## config.mk

```make
export PLATFORM = sky130hd
export DESIGN_NAME = sb_master_arbiter
export DESIGN_NICKNAME = d
export VERILOG_FILES = /design/src/rtl/sb_bus_pkg.sv /design/src/rtl/sb_master_mux.sv /design/src/rtl/sb_master_arbiter.sv
export SDC_FILE = /design/constraint.sdc
export NUM_CORES = 1
export LEC_CHECK = 0
export CORE_MARGIN = 1
export CORE_UTILIZATION = 36
export CTS_CLUSTER_DIAMETER = 150
export DETAILED_ROUTE_END_ITERATION = 8
export PLACE_DENSITY = 0.95
export SETUP_SLACK_MARGIN = 0.2
export SLEW_MARGIN = 20
export SYNTH_ARGS = -nofsm -noshare
export SYNTH_HDL_FRONTEND = slang
export SYNTH_SLANG_ARGS = --single-unit
```

## constraint.sdc

```tcl
create_clock -name sb_clock_i -period 2.4 [get_ports sb_clock_i]
set_input_delay 0.24 -clock sb_clock_i [delete_from_list [all_inputs] [get_ports sb_clock_i]]
set_output_delay 0.24 -clock sb_clock_i [all_outputs]
set_load 0.01 [all_outputs]
```

## src/rtl/sb_bus_pkg.sv

```systemverilog
`default_nettype none
// ============================================================================
// Module      : sb_bus_pkg
// Description : Shared types for the system-bus master arbiter: FSM state
//               encoding, owner constants, the per-master bus bundle and the
//               round-robin owner pick.
// Revision    : 1.0 - initial release
// ============================================================================
package sb_bus_pkg;

    // Arbiter FSM states, explicit 2-bit encoding
    typedef enum logic [1:0] {
        ST_IDLE     = 2'd0,
        ST_REQUEST  = 2'd1,
        ST_GRANTED  = 2'd2,
        ST_ACTIVE   = 2'd3
    } sb_arb_state_t;

    // Owner identifiers: m0 is the JTAG debug master, m1 the secondary master
    localparam logic c_OWNER_M0 = 1'b0;
    localparam logic c_OWNER_M1 = 1'b1;

    // Everything one master drives onto the wired-OR system bus
    typedef struct packed {
        logic [31:0] address_data;
        logic [3:0]  byte_enables;
        logic [7:0]  burst_size;
        logic        read_n_write;
        logic        begin_transaction;
        logic        end_transaction;
        logic        data_valid;
    } sb_master_bus_t;

    // Single requester wins outright; on contention the master that did not
    // own the bus last time is picked.
    function automatic logic pick_owner(
        input logic req_m0,
        input logic req_m1,
        input logic last_owner
    );
        logic owner;
        if (req_m0 && req_m1) begin
            owner = ~last_owner;
        end else if (req_m1) begin
            owner = c_OWNER_M1;
        end else begin
            owner = c_OWNER_M0;
        end
        return owner;
    endfunction

endpackage
`default_nettype wire

```

## src/rtl/sb_master_mux.sv

```systemverilog
`default_nettype none
// ============================================================================
// Module      : sb_master_mux
// Description : Owner-selected output mux. Drives the owning master's bus
//               bundle while enabled, otherwise all zeros so the wired-OR
//               system bus idles at 0.
// Revision    : 1.0 - initial release
// ============================================================================
module sb_master_mux
    import sb_bus_pkg::*;
(
    input  logic           enable,
    input  logic           owner,
    input  sb_master_bus_t m0_bus,
    input  sb_master_bus_t m1_bus,
    output sb_master_bus_t sb_bus
);

    // Select the owner's bundle, or zeros when no master holds the bus
    always_comb begin
        sb_bus = '0;
        if (enable) begin
            sb_bus = (owner == c_OWNER_M1) ? m1_bus : m0_bus;
        end
    end

endmodule
`default_nettype wire

```

## src/rtl/sb_master_arbiter.sv

```systemverilog
`default_nettype none
// ============================================================================
// Module      : sb_master_arbiter
// Description : Two-master front end for the system bus. Picks an owner
//               round-robin, requests the bus, passes the grant pulse back,
//               muxes the owner onto the bus and revokes the grant if the
//               owner never begins a transaction.
// Revision    : 1.0 - initial release
// ============================================================================
module sb_master_arbiter
    import sb_bus_pkg::*;
#(
    parameter int BEGIN_TIMEOUT = 64,
    parameter int TIMEOUT_W     = 8
) (
    input  logic        sb_clock_i,
    input  logic        sb_reset_n_i,

    input  logic        m0_request_i,
    output logic        m0_grant_o,
    input  logic [31:0] m0_address_data_i,
    input  logic [3:0]  m0_byte_enables_i,
    input  logic [7:0]  m0_burst_size_i,
    input  logic        m0_read_n_write_i,
    input  logic        m0_begin_transaction_i,
    input  logic        m0_end_transaction_i,
    input  logic        m0_data_valid_i,

    input  logic        m1_request_i,
    output logic        m1_grant_o,
    input  logic [31:0] m1_address_data_i,
    input  logic [3:0]  m1_byte_enables_i,
    input  logic [7:0]  m1_burst_size_i,
    input  logic        m1_read_n_write_i,
    input  logic        m1_begin_transaction_i,
    input  logic        m1_end_transaction_i,
    input  logic        m1_data_valid_i,

    output logic        sb_request_o,
    input  logic        sb_grant_i,
    output logic [31:0] sb_address_data_o,
    output logic [3:0]  sb_byte_enables_o,
    output logic [7:0]  sb_burst_size_o,
    output logic        sb_read_n_write_o,
    output logic        sb_begin_transaction_o,
    output logic        sb_end_transaction_o,
    output logic        sb_data_valid_o,
    input  logic        sb_end_transaction_i,
    input  logic        sb_error_i,
    output logic        timeout_o
);

    localparam logic [TIMEOUT_W-1:0] c_TIMEOUT_MAX = TIMEOUT_W'(BEGIN_TIMEOUT);

    logic [1:0]           r_rst_sync;
    logic                 w_rst_n;

    sb_arb_state_t        r_state;
    sb_arb_state_t        w_state_next;
    logic                 r_owner;
    logic                 w_owner_next;
    logic                 r_last_owner;
    logic                 w_last_owner_next;
    logic [TIMEOUT_W-1:0] r_count;
    logic [TIMEOUT_W-1:0] w_count_next;
    logic [TIMEOUT_W-1:0] w_count_inc;
    logic                 r_sb_request;
    logic                 r_timeout;
    logic                 w_timeout_next;

    logic                 w_owner_req;
    logic                 w_owner_begin;
    logic                 w_owner_end;
    logic                 w_bus_enable;

    sb_master_bus_t       w_m0_bus;
    sb_master_bus_t       w_m1_bus;
    sb_master_bus_t       w_sb_bus;

    // Reset asserts immediately but releases only on a clock edge
    always_ff @(posedge sb_clock_i or negedge sb_reset_n_i) begin
        if (!sb_reset_n_i) begin
            r_rst_sync <= 2'b00;
        end else begin
            r_rst_sync <= {r_rst_sync[0], 1'b1};
        end
    end

    assign w_rst_n = r_rst_sync[1];

    // Handshake inputs of whichever master currently owns the arbiter
    assign w_owner_req   = (r_owner == c_OWNER_M1) ? m1_request_i           : m0_request_i;
    assign w_owner_begin = (r_owner == c_OWNER_M1) ? m1_begin_transaction_i : m0_begin_transaction_i;
    assign w_owner_end   = (r_owner == c_OWNER_M1) ? m1_end_transaction_i   : m0_end_transaction_i;

    // Counter never wraps: it parks at the timeout value
    assign w_count_inc = (r_count == c_TIMEOUT_MAX) ? r_count : r_count + 1'b1;

    // Next-state, owner bookkeeping and timeout detection
    always_comb begin
        w_state_next      = r_state;
        w_owner_next      = r_owner;
        w_last_owner_next = r_last_owner;
        w_count_next      = r_count;
        w_timeout_next    = 1'b0;
        case (r_state)
            ST_IDLE: begin
                if (m0_request_i || m1_request_i) begin
                    w_owner_next = pick_owner(m0_request_i, m1_request_i, r_last_owner);
                    w_state_next = ST_REQUEST;
                end
            end
            ST_REQUEST: begin
                // A grant arriving in the same cycle as the drop still wins
                if (sb_grant_i) begin
                    w_state_next = ST_GRANTED;
                    w_count_next = '0;
                end else if (!w_owner_req) begin
                    w_state_next = ST_IDLE;
                end
            end
            ST_GRANTED: begin
                w_count_next = w_count_inc;
                if (w_owner_begin && w_owner_end) begin
                    w_state_next      = ST_IDLE;
                    w_last_owner_next = r_owner;
                end else if (w_owner_begin) begin
                    w_state_next = ST_ACTIVE;
                end else if (w_count_inc == c_TIMEOUT_MAX) begin
                    w_state_next      = ST_IDLE;
                    w_timeout_next    = 1'b1;
                    w_last_owner_next = r_owner;
                end
            end
            ST_ACTIVE: begin
                if (sb_end_transaction_i || w_owner_end || sb_error_i) begin
                    w_state_next      = ST_IDLE;
                    w_last_owner_next = r_owner;
                end
            end
            default: begin
                w_state_next = ST_IDLE;
            end
        endcase
    end

    // Arbiter state register; last_owner resets to m1 so m0 wins first contention
    always_ff @(posedge sb_clock_i or negedge w_rst_n) begin
        if (!w_rst_n) begin
            r_state      <= ST_IDLE;
            r_owner      <= c_OWNER_M0;
            r_last_owner <= c_OWNER_M1;
            r_count      <= '0;
            r_sb_request <= 1'b0;
            r_timeout    <= 1'b0;
        end else begin
            r_state      <= w_state_next;
            r_owner      <= w_owner_next;
            r_last_owner <= w_last_owner_next;
            r_count      <= w_count_next;
            r_sb_request <= (w_state_next == ST_REQUEST);
            r_timeout    <= w_timeout_next;
        end
    end

    assign sb_request_o = r_sb_request;
    assign timeout_o    = r_timeout;

    // Grant is passed straight through to the owner only
    assign m0_grant_o = sb_grant_i && (r_state == ST_REQUEST) && (r_owner == c_OWNER_M0);
    assign m1_grant_o = sb_grant_i && (r_state == ST_REQUEST) && (r_owner == c_OWNER_M1);

    assign w_bus_enable = (r_state == ST_GRANTED) || (r_state == ST_ACTIVE);

    assign w_m0_bus = '{
        address_data:      m0_address_data_i,
        byte_enables:      m0_byte_enables_i,
        burst_size:        m0_burst_size_i,
        read_n_write:      m0_read_n_write_i,
        begin_transaction: m0_begin_transaction_i,
        end_transaction:   m0_end_transaction_i,
        data_valid:        m0_data_valid_i
    };

    assign w_m1_bus = '{
        address_data:      m1_address_data_i,
        byte_enables:      m1_byte_enables_i,
        burst_size:        m1_burst_size_i,
        read_n_write:      m1_read_n_write_i,
        begin_transaction: m1_begin_transaction_i,
        end_transaction:   m1_end_transaction_i,
        data_valid:        m1_data_valid_i
    };

    sb_master_mux u_master_mux (
        .enable (w_bus_enable),
        .owner  (r_owner),
        .m0_bus (w_m0_bus),
        .m1_bus (w_m1_bus),
        .sb_bus (w_sb_bus)
    );

    assign sb_address_data_o      = w_sb_bus.address_data;
    assign sb_byte_enables_o      = w_sb_bus.byte_enables;
    assign sb_burst_size_o        = w_sb_bus.burst_size;
    assign sb_read_n_write_o      = w_sb_bus.read_n_write;
    assign sb_begin_transaction_o = w_sb_bus.begin_transaction;
    assign sb_end_transaction_o   = w_sb_bus.end_transaction;
    assign sb_data_valid_o        = w_sb_bus.data_valid;

endmodule
`default_nettype wire

```

==> metrics.md, run 1 <==
| Metric | Value |
|---|---|
| Row cnt | 25 |
| Crit end category | output port |
| Die ar. | 5450 um^2 |
| Met3 usage | 0.0494 |
| Avg Inst Size Synth | 8.22 um^2 |
| CP max stage delay | 550 ps |
| Via count | 2276 |
| Drt wl/cell | 16.3 um |
| Internal power | 0.00162 W |
| Vias in the first global route | 2037 |
| Drt pass-1 iters | 4 |
| Fillers | 368 |
| R2r setup slk | 340 ps |
| Crit path max-delay cell type | clkdlybuf4s50_1 |
| Worst setup path start | r_owner |
| CTS tree | built |
| Global route overflow | 0 |
| Setup slack after layout | 281 ps |
| Pwr Total | 0.00272 W |
| RD Place Congestion | 0.933 |
| Hold WC Path Type | primary input to async pin |
| Antenna Cells | 0 |
| Top cell type's share of synthesized area | 0.259 |
| GR Util met1 | 0.278 |
| PD cells | 778 nW/um^2 |
| CP bufs+invs | 2 |
| Slew @ Worst Pin | 607 ps |
| Cells along the critical path | buf_16 > mux2i_1 > nor2b_1 > clkdlybuf4s50_1 |
| CTS root buf | clkbuf_8 |
| Clk pwr share | 0.078 |
| TritonCTS Buffers | 3 |
| Post-synthesis async set-or-reset flop share | 1.00 |
| Syn nets | 331 |
| Dpl hpwl | 5650 um |
| Crit path max fanout | 38 |
| Crit path max-delay family | buffers and inverters |
| Final hold violations | 0 |
| Final period util | 0.883 |
| Worst vdd ir | 0.000526 V |
| Initial core utilization | 0.383 |
| Total of warnings raised by yosys | 0 |
| Sw Ratio | 0.406 |
| Area contributors post-synth | mux2i_1 (26%), dfrtp_1 (20%), nor2b_1 (16%) |
| Count leader, synth | nor2b_1 |
| Slew Viols, Final | 0 |
| Arr. time, crit path | 1880 ps |
| Area Growth Syn to Fin | 88.4% |
| Synth Instances | 226 |
| Leakage | 1.42 nW |
| Crit start category | flop |
| Worst slack at placement | 335 ps |
| Post-synth top area cell | mux2i_1 |
| Layout net count | 476 |
| FF-to-FF End | r_last_owner |
| Die extent in y | 73.8 um |
| Clock Path Buffers | 2 |
| Initial antenna violation count | 0 |
| Largest net degree at the start of global routing | 39 |
| PortBufs | 154 |
| Num ports | 155 |
| Layout cell share with drive strength beyond 1 | 0.0459 |
| GRT Resource Usage Total | 0.239 |
| Max cap viols | 0 |
| Register area share after synthesis | 0.216 |
| Core Area | 4850 um^2 |
| Synth Cell Area | 1860 um^2 |
| Skew final | 5.80 ps |
| Worst R2R Start | r_count[2] |
| Total wire length | 7130 um |
| Max_slew headroom | 0.596 |
| Logic gate share of total power | 0.752 |
| Crit path kind | flop to output port |
| Hold Slack | 144 ps |
| Worst reg2reg path depth | 5 |
| Initial DRC count | 105 |
| Critical path depth | 4 |
| Most used flip-flop cell after synthesis | dfrtp_1 |
| Switch Pwr | 0.00110 W |
| Worst Path Required | 2160 ps |
| Most used routing layer | met2 |
| Clk slew on worst S/H paths | 70 ps |
| Synth Register Bits | 16 |
| Minimum clock period | 2120 ps |
| F_max | 472 MHz |
| Hold bufs inserted after CTS | 0 |
| Seq pwr share | 0.170 |
| Unrepaired setup endpoints after global routing | true |
| Netlist cell types | 42 |
| Clock Latency Late Sink | 250 ps |
| H-tree Lvls | 1 |
| Top post-synthesis cells by count | nor2b_1 (49), mux2i_1 (48), dfrtp_1 (15) |
| Setup violations, final | 0 |
| Drt drc | 0 |
| Post-route ant nets | 0 |
| Setup TNS | 0 ps |
| Die X | 73.8 um |
| Met2 usage | 0.453 |
| Post-synth EDFFs | 0 |
| DR vias/cell | 5.21 |
| CTS sink count | 16 |
| Outcome | finished clean |
| First-pass GRT wire length | 10000 um |
[cells in the final DEF (no fill, tap or decap), types with 2 or more instances in the layout]
cell / n
mux2i_1: 48
clkdlybuf4s50_1: 154
nand4_1: 6
nand3b_1: 2
and3_1: 2
a31oi_1: 3
inv_1: 5
and2_1: 3
nand2b_1: 2
nand3_1: 3
nor2b_1: 49
o41ai_1: 2
o21ai_0: 13
o22ai_1: 3
nor2_1: 10
nor4_1: 2
dfrtp_1: 14
a21oi_1: 4
nand2_1: 5
nor3_1: 7
mux2_2: 2
clkbuf_8: 3
o31ai_1: 3
buf_4: 4
[metrics by stage]
step	utilization	cells	cell area, um^2
2_1_floorplan	-	226	1860
3_3_place_gp	0.706	431	3420
3_5_place_dp	0.706	431	3420
4_1_cts	0.721	437	3490
5_1_grt	0.722	437	3500
6_report	0.722	437	3500
[power by group through the flow]
stage                     registers (W)  logic, W  clock network [W]
after floorplan                0.000393   0.00121                  0
after global placement         0.000482   0.00193                  0
after detailed placement       0.000491   0.00195                  0
after CTS                      0.000458   0.00204           0.000215
after global routing           0.000479   0.00219           0.000231
final                          0.000462   0.00205           0.000212
[layout make-up]
cell class	instances	area [um^2]	area share
Sequential cell	16	405	0.116
Inverter	5	18.8	0.00536
Timing Repair Buffer	159	1600	0.457
Clock buffer	4	45.0	0.0129
Tap cell	67	83.8	0.0240
Multi-Input combinational cell	186	1350	0.385
[layer usage]
layer,share of wire,vias up
li1,-,1095
met1,0.38,1034
met2,0.53,133
met3,0.081,14
met4,0.013,0
met5,0,-
[state kept, by name, summed over array words and instances (netlist names)]
signal        flops
timeout_o         1
r_owner           1
r_rst_sync        2
r_count           8
r_state           2
r_last_owner      1
sb_request_o      1
[logic make-up (layout without fill, tap and decap cells)]
| family | Yosys count | after routing | synth area share |
|---|---|---|---|
| xor gates and xnor gates | 1 | 1 | 0.00471 |
| other | 1 | 1 | 0.00202 |
| and+or+nand+nor | 97 | 97 | 0.312 |
| muxes | 50 | 50 | 0.271 |
| adders and majority gates | 2 | 2 | 0.0135 |
| buffers and inverters | 24 | 168 | 0.0620 |
| DFF | 16 | 16 | 0.216 |
| AOI/OAI and AO/OA | 35 | 35 | 0.119 |
[timing repair]
item,CTS,global route
endpoints found under the setup margin,38,3
gates resized for setup,2,2
setup buffers,2,0
[worst max path at each step]
stage	end
4_1_cts	sb_byte_enables_o[1]
5_1_grt	r_last_owner
6_report	sb_burst_size_o[6]
3_5_place_dp	r_last_owner
2_1_floorplan	r_last_owner
3_3_place_gp	r_last_owner
(Power assumes the default switching activity.)
==> run 2, diff against run 1 <==
Settings changed: ABC_AREA set to 1, CORE_UTILIZATION 36 to 32, PLACE_DENSITY 0.95 to 0.94.
==> metrics.md, run 2 <==
| Metric | Value |
|---|---|
| Post-synth top area cell | nor2_1 (was mux2i_1) |
| Largest net degree at the start of global routing | 36 (was 39) |
| Non-Filler Cell Area, Final | 3220 um^2 (was 3500 um^2) |
| Final period util | 0.873 (was 0.883) |
| Clock Path Buffers | 2 (unchanged) |
| Post-synthesis async set-or-reset flop share | 1.00 (unchanged) |
| Avg Inst Size Synth | 5.69 um^2 (was 8.22 um^2) |
| Top post-synthesis cells by count | nor2_1 (112), o21ai_0 (52), nand2_1 (33) (was nor2b_1 (49), mux2i_1 (48), dfrtp_1 (15)) |
| Worst reg2reg path depth | 5 (unchanged) |
| Slew @ Worst Pin | 621 ps (was 607 ps) |
| CTS sink count | 16 (unchanged) |
| Crit path kind | flop to output port (unchanged) |
| Crit start category | flop (unchanged) |
| Layout cell share with drive strength beyond 1 | 0.0472 (was 0.0459) |
| Switch Pwr | 0.00124 W (was 0.00110 W) |
| Clk slew on worst S/H paths | 70 ps (about the same) |
| Synth Instances | 276 (was 226) |
| Die X | 72.1 um (was 73.8 um) |
| Syn nets | 381 (was 331) |
| Die ar. | 5190 um^2 (was 5450 um^2) |
| Drt wl/cell | 15.0 um (was 16.3 um) |
| Inst Count DP | 487 (was 431) |
| GRT Resource Usage Total | 0.273 (was 0.239) |
| Hold bufs inserted after CTS | 0 (unchanged) |
| Placement Cell Area | 3160 um^2 (was 3420 um^2) |
| Core Area | 4720 um^2 (was 4850 um^2) |
| Vias in the first global route | 2127 (was 2037) |
| Netlist cell types | 25 (was 42) |
| PD cells | 823 nW/um^2 (was 778 nW/um^2) |
| Antenna Cells | 0 (unchanged) |
| Outcome | finished clean (unchanged) |
| Largest regs | r_count (8), r_rst_sync (2), r_state (2) (unchanged) |
| Clock Latency Late Sink | 260 ps (was 250 ps) |
| TritonCTS Buffers | 3 (unchanged) |
| Drt drc | 0 (unchanged) |
| Initial DRC count | 221 (was 105) |
| F_max | 477 MHz (was 472 MHz) |
| Crit path max-delay cell type | clkdlybuf4s50_1 (unchanged) |
| Drt pass-1 iters | 5 (was 4) |
| Die extent in y | 72.1 um (was 73.8 um) |
| Sw Ratio | 0.466 (was 0.406) |
| Synth Cell Area | 1570 um^2 (was 1860 um^2) |
| CTS root buf | clkbuf_8 (unchanged) |
| Crit end category | output port (unchanged) |
| Slew Viols, Final | 0 (unchanged) |
| Max cap viols | 0 (unchanged) |
| Area Growth Syn to Fin | 105% (was 88.4%) |
| Post-route ant nets | 0 (unchanged) |
| RD Place Congestion | 0.847 (was 0.933) |
| Minimum clock period | 2100 ps (was 2120 ps) |
| Unrepaired setup endpoints after global routing | false (was true) |
| PortBufs | 154 (unchanged) |
| Layout net count | 530 (was 476) |
| Area contributors post-synth | nor2_1 (27%), dfrtp_1 (24%), o21ai_0 (17%) (was mux2i_1 (26%), dfrtp_1 (20%), nor2b_1 (16%)) |
| Dpl hpwl | 5820 um (was 5650 um) |
| Initial core utilization | 0.332 (was 0.383) |
| Commonest non-fill, non-tap cells in the layout | clkdlybuf4s50_1 (154), nor2_1 (112), o21ai_0 (52) (was clkdlybuf4s50_1 (154), nor2b_1 (49), mux2i_1 (48)) |
| Worst vdd ir | 0.000631 V (was 0.000526 V) |
| Hold WC Path Type | primary input to async pin (unchanged) |
| Row cnt | 25 (unchanged) |
| Initial antenna violation count | 0 (unchanged) |
| FF-to-FF End | r_count[4] (was r_last_owner) |
| Num ports | 155 (unchanged) |
| Total wire length | 7350 um (was 7130 um) |
| H-tree Lvls | 1 (unchanged) |
| Non-filler cells, final | 491 (was 437) |
| Seq pwr share | 0.164 (was 0.170) |
| Internal power | 0.00142 W (was 0.00162 W) |
| Top cell type's share of synthesized area | 0.268 (was 0.259) |
| Largest register FFs | 8 (unchanged) |
| Commonest non-fill, non-tap cell in the layout | clkdlybuf4s50_1 (unchanged) |
| Cells along the critical path | nor2_1 > nand2_1 > nor2_1 > clkdlybuf4s50_1 (was buf_16 > mux2i_1 > nor2b_1 > clkdlybuf4s50_1) |
| Largest Register | r_count (unchanged) |
| R2r setup slk | 610 ps (was 340 ps) |
| Count leader, synth | nor2_1 (was nor2b_1) |
| Worst Path Required | 2160 ps (about the same) |
| DR vias/cell | 4.92 (was 5.21) |
| Clk pwr share | 0.094 (was 0.078) |
| Synth Register Bits | 16 (unchanged) |
| Max_slew headroom | 0.586 (was 0.596) |
| Most used flip-flop cell after synthesis | dfrtp_1 (unchanged) |
| Crit path max fanout | 18 (was 38) |
| Setup TNS | 0 ps (unchanged) |
| Via count | 2417 (was 2276) |
| Worst slack at placement | 506 ps (was 335 ps) |
| Logic gate share of total power | 0.742 (was 0.752) |
| Post-synth EDFFs | 0 (unchanged) |
| Worst R2R Start | r_state[1] (was r_count[2]) |
| CTS tree | built (unchanged) |
| Final hold violations | 0 (unchanged) |
| Register area share after synthesis | 0.256 (was 0.216) |
| Global route overflow | 0 (unchanged) |
| Skew final | 2.92 ps (was 5.80 ps) |
| Total of warnings raised by yosys | 0 (unchanged) |
| Arr. time, crit path | 1860 ps (was 1880 ps) |
| Top cell by count, worst path | nor2_1 |
| Setup slack after layout | 305 ps (was 281 ps) |
| CP max stage delay | 600 ps (was 550 ps) |
| First-pass GRT wire length | 11000 um (was 10000 um) |
| Leakage | 1.37 nW (was 1.42 nW) |
| Setup violations, final | 0 (unchanged) |
==> run 2: cell families after synthesis <==
group,Yosys count,synth area share
AND/OR/NAND/NOR,164,0.422
AO/OA/AOI/OAI,58,0.190
buffers and inverters,31,0.0853
flip-flops,16,0.256
adder cells (fa/ha/maj),2,0.0159
XOR/XNOR,2,0.0159
multiplexers,2,0.0127
other,1,0.00239
==> run 2: metal layers <==
metal | part of all wire | GRT usage
met2 | 0.44 | 0.419
met4 | 0.013 | 0.0654
met5 | 0 | 0
met1 | 0.43 | 0.390
met3 | 0.12 | 0.0625
==> run 2: final cells by class <==
type,instances,area (um^2)
well taps,67,83.8
multi-input cells,229,1030
inverters,15,56.3
flip-flops and latches,16,403
repair buffers,160,1590
clock buffers,4,55.1
fillers,377,1500
==> run 2: worst max path at each step <==
| stage | from | endpoint | slack (ps) | depth (start not counted) |
|---|---|---|---|---|
| CTS | r_state[1] | sb_address_data_o[2] | 210 | 4 |
| floorplan | r_owner | sb_address_data_o[0] | 900 | 6 |
| global placement | r_state[1] | sb_address_data_o[27] | 530 | 4 |
| finish | r_state[1] | m1_grant_o | 300 | 4 |
| global route | r_owner | sb_address_data_o[26] | 210 | 5 |
| detailed placement | r_state[1] | sb_address_data_o[7] | 510 | 4 |
==> run 2: power by group through the flow <==
stage | Combinational, W | Sequential [W] | Clock (W)
after CTS | 0.00193 | 0.000431 | 0.000248
final | 0.00197 | 0.000435 | 0.000251
after floorplan | 0.00101 | 0.000404 | 0
after global placement | 0.00188 | 0.000432 | 0
after global routing | 0.00214 | 0.000448 | 0.000261
after detailed placement | 0.00192 | 0.000434 | 0
==> run 2: worst max-delay path: cells and delay by family, from the launching register on <==
| kind | cells | cell delay, ps |
|---|---|---|
| flops | 1 | 510 |
| buf+inv | 1 | 600 |
| simple gates | 3 | 490 |
==> run 2: per-stage QoR <==
stage               utilization  power (W)  hold slack, ps
detailed placement        0.670    0.00235             262
global placement          0.670    0.00231             238
finish                    0.682    0.00265             132
global route              0.682    0.00285             143
floorplan                     -    0.00141           -55.6
CTS                       0.681    0.00261             135
==> run 2: what timing repair did <==
item | CTS | global route
setup buffers | 0 | 0
gates resized for setup | 0 | 2
endpoints found under the setup margin | 0 | 41
==> run 3, diff against run 2 <==
Settings changed: CTS_CLUSTER_DIAMETER 150 to 120.
==> results of run 3 <==
Same layout as run 2: the final DEF is identical, and so are final timing and power.
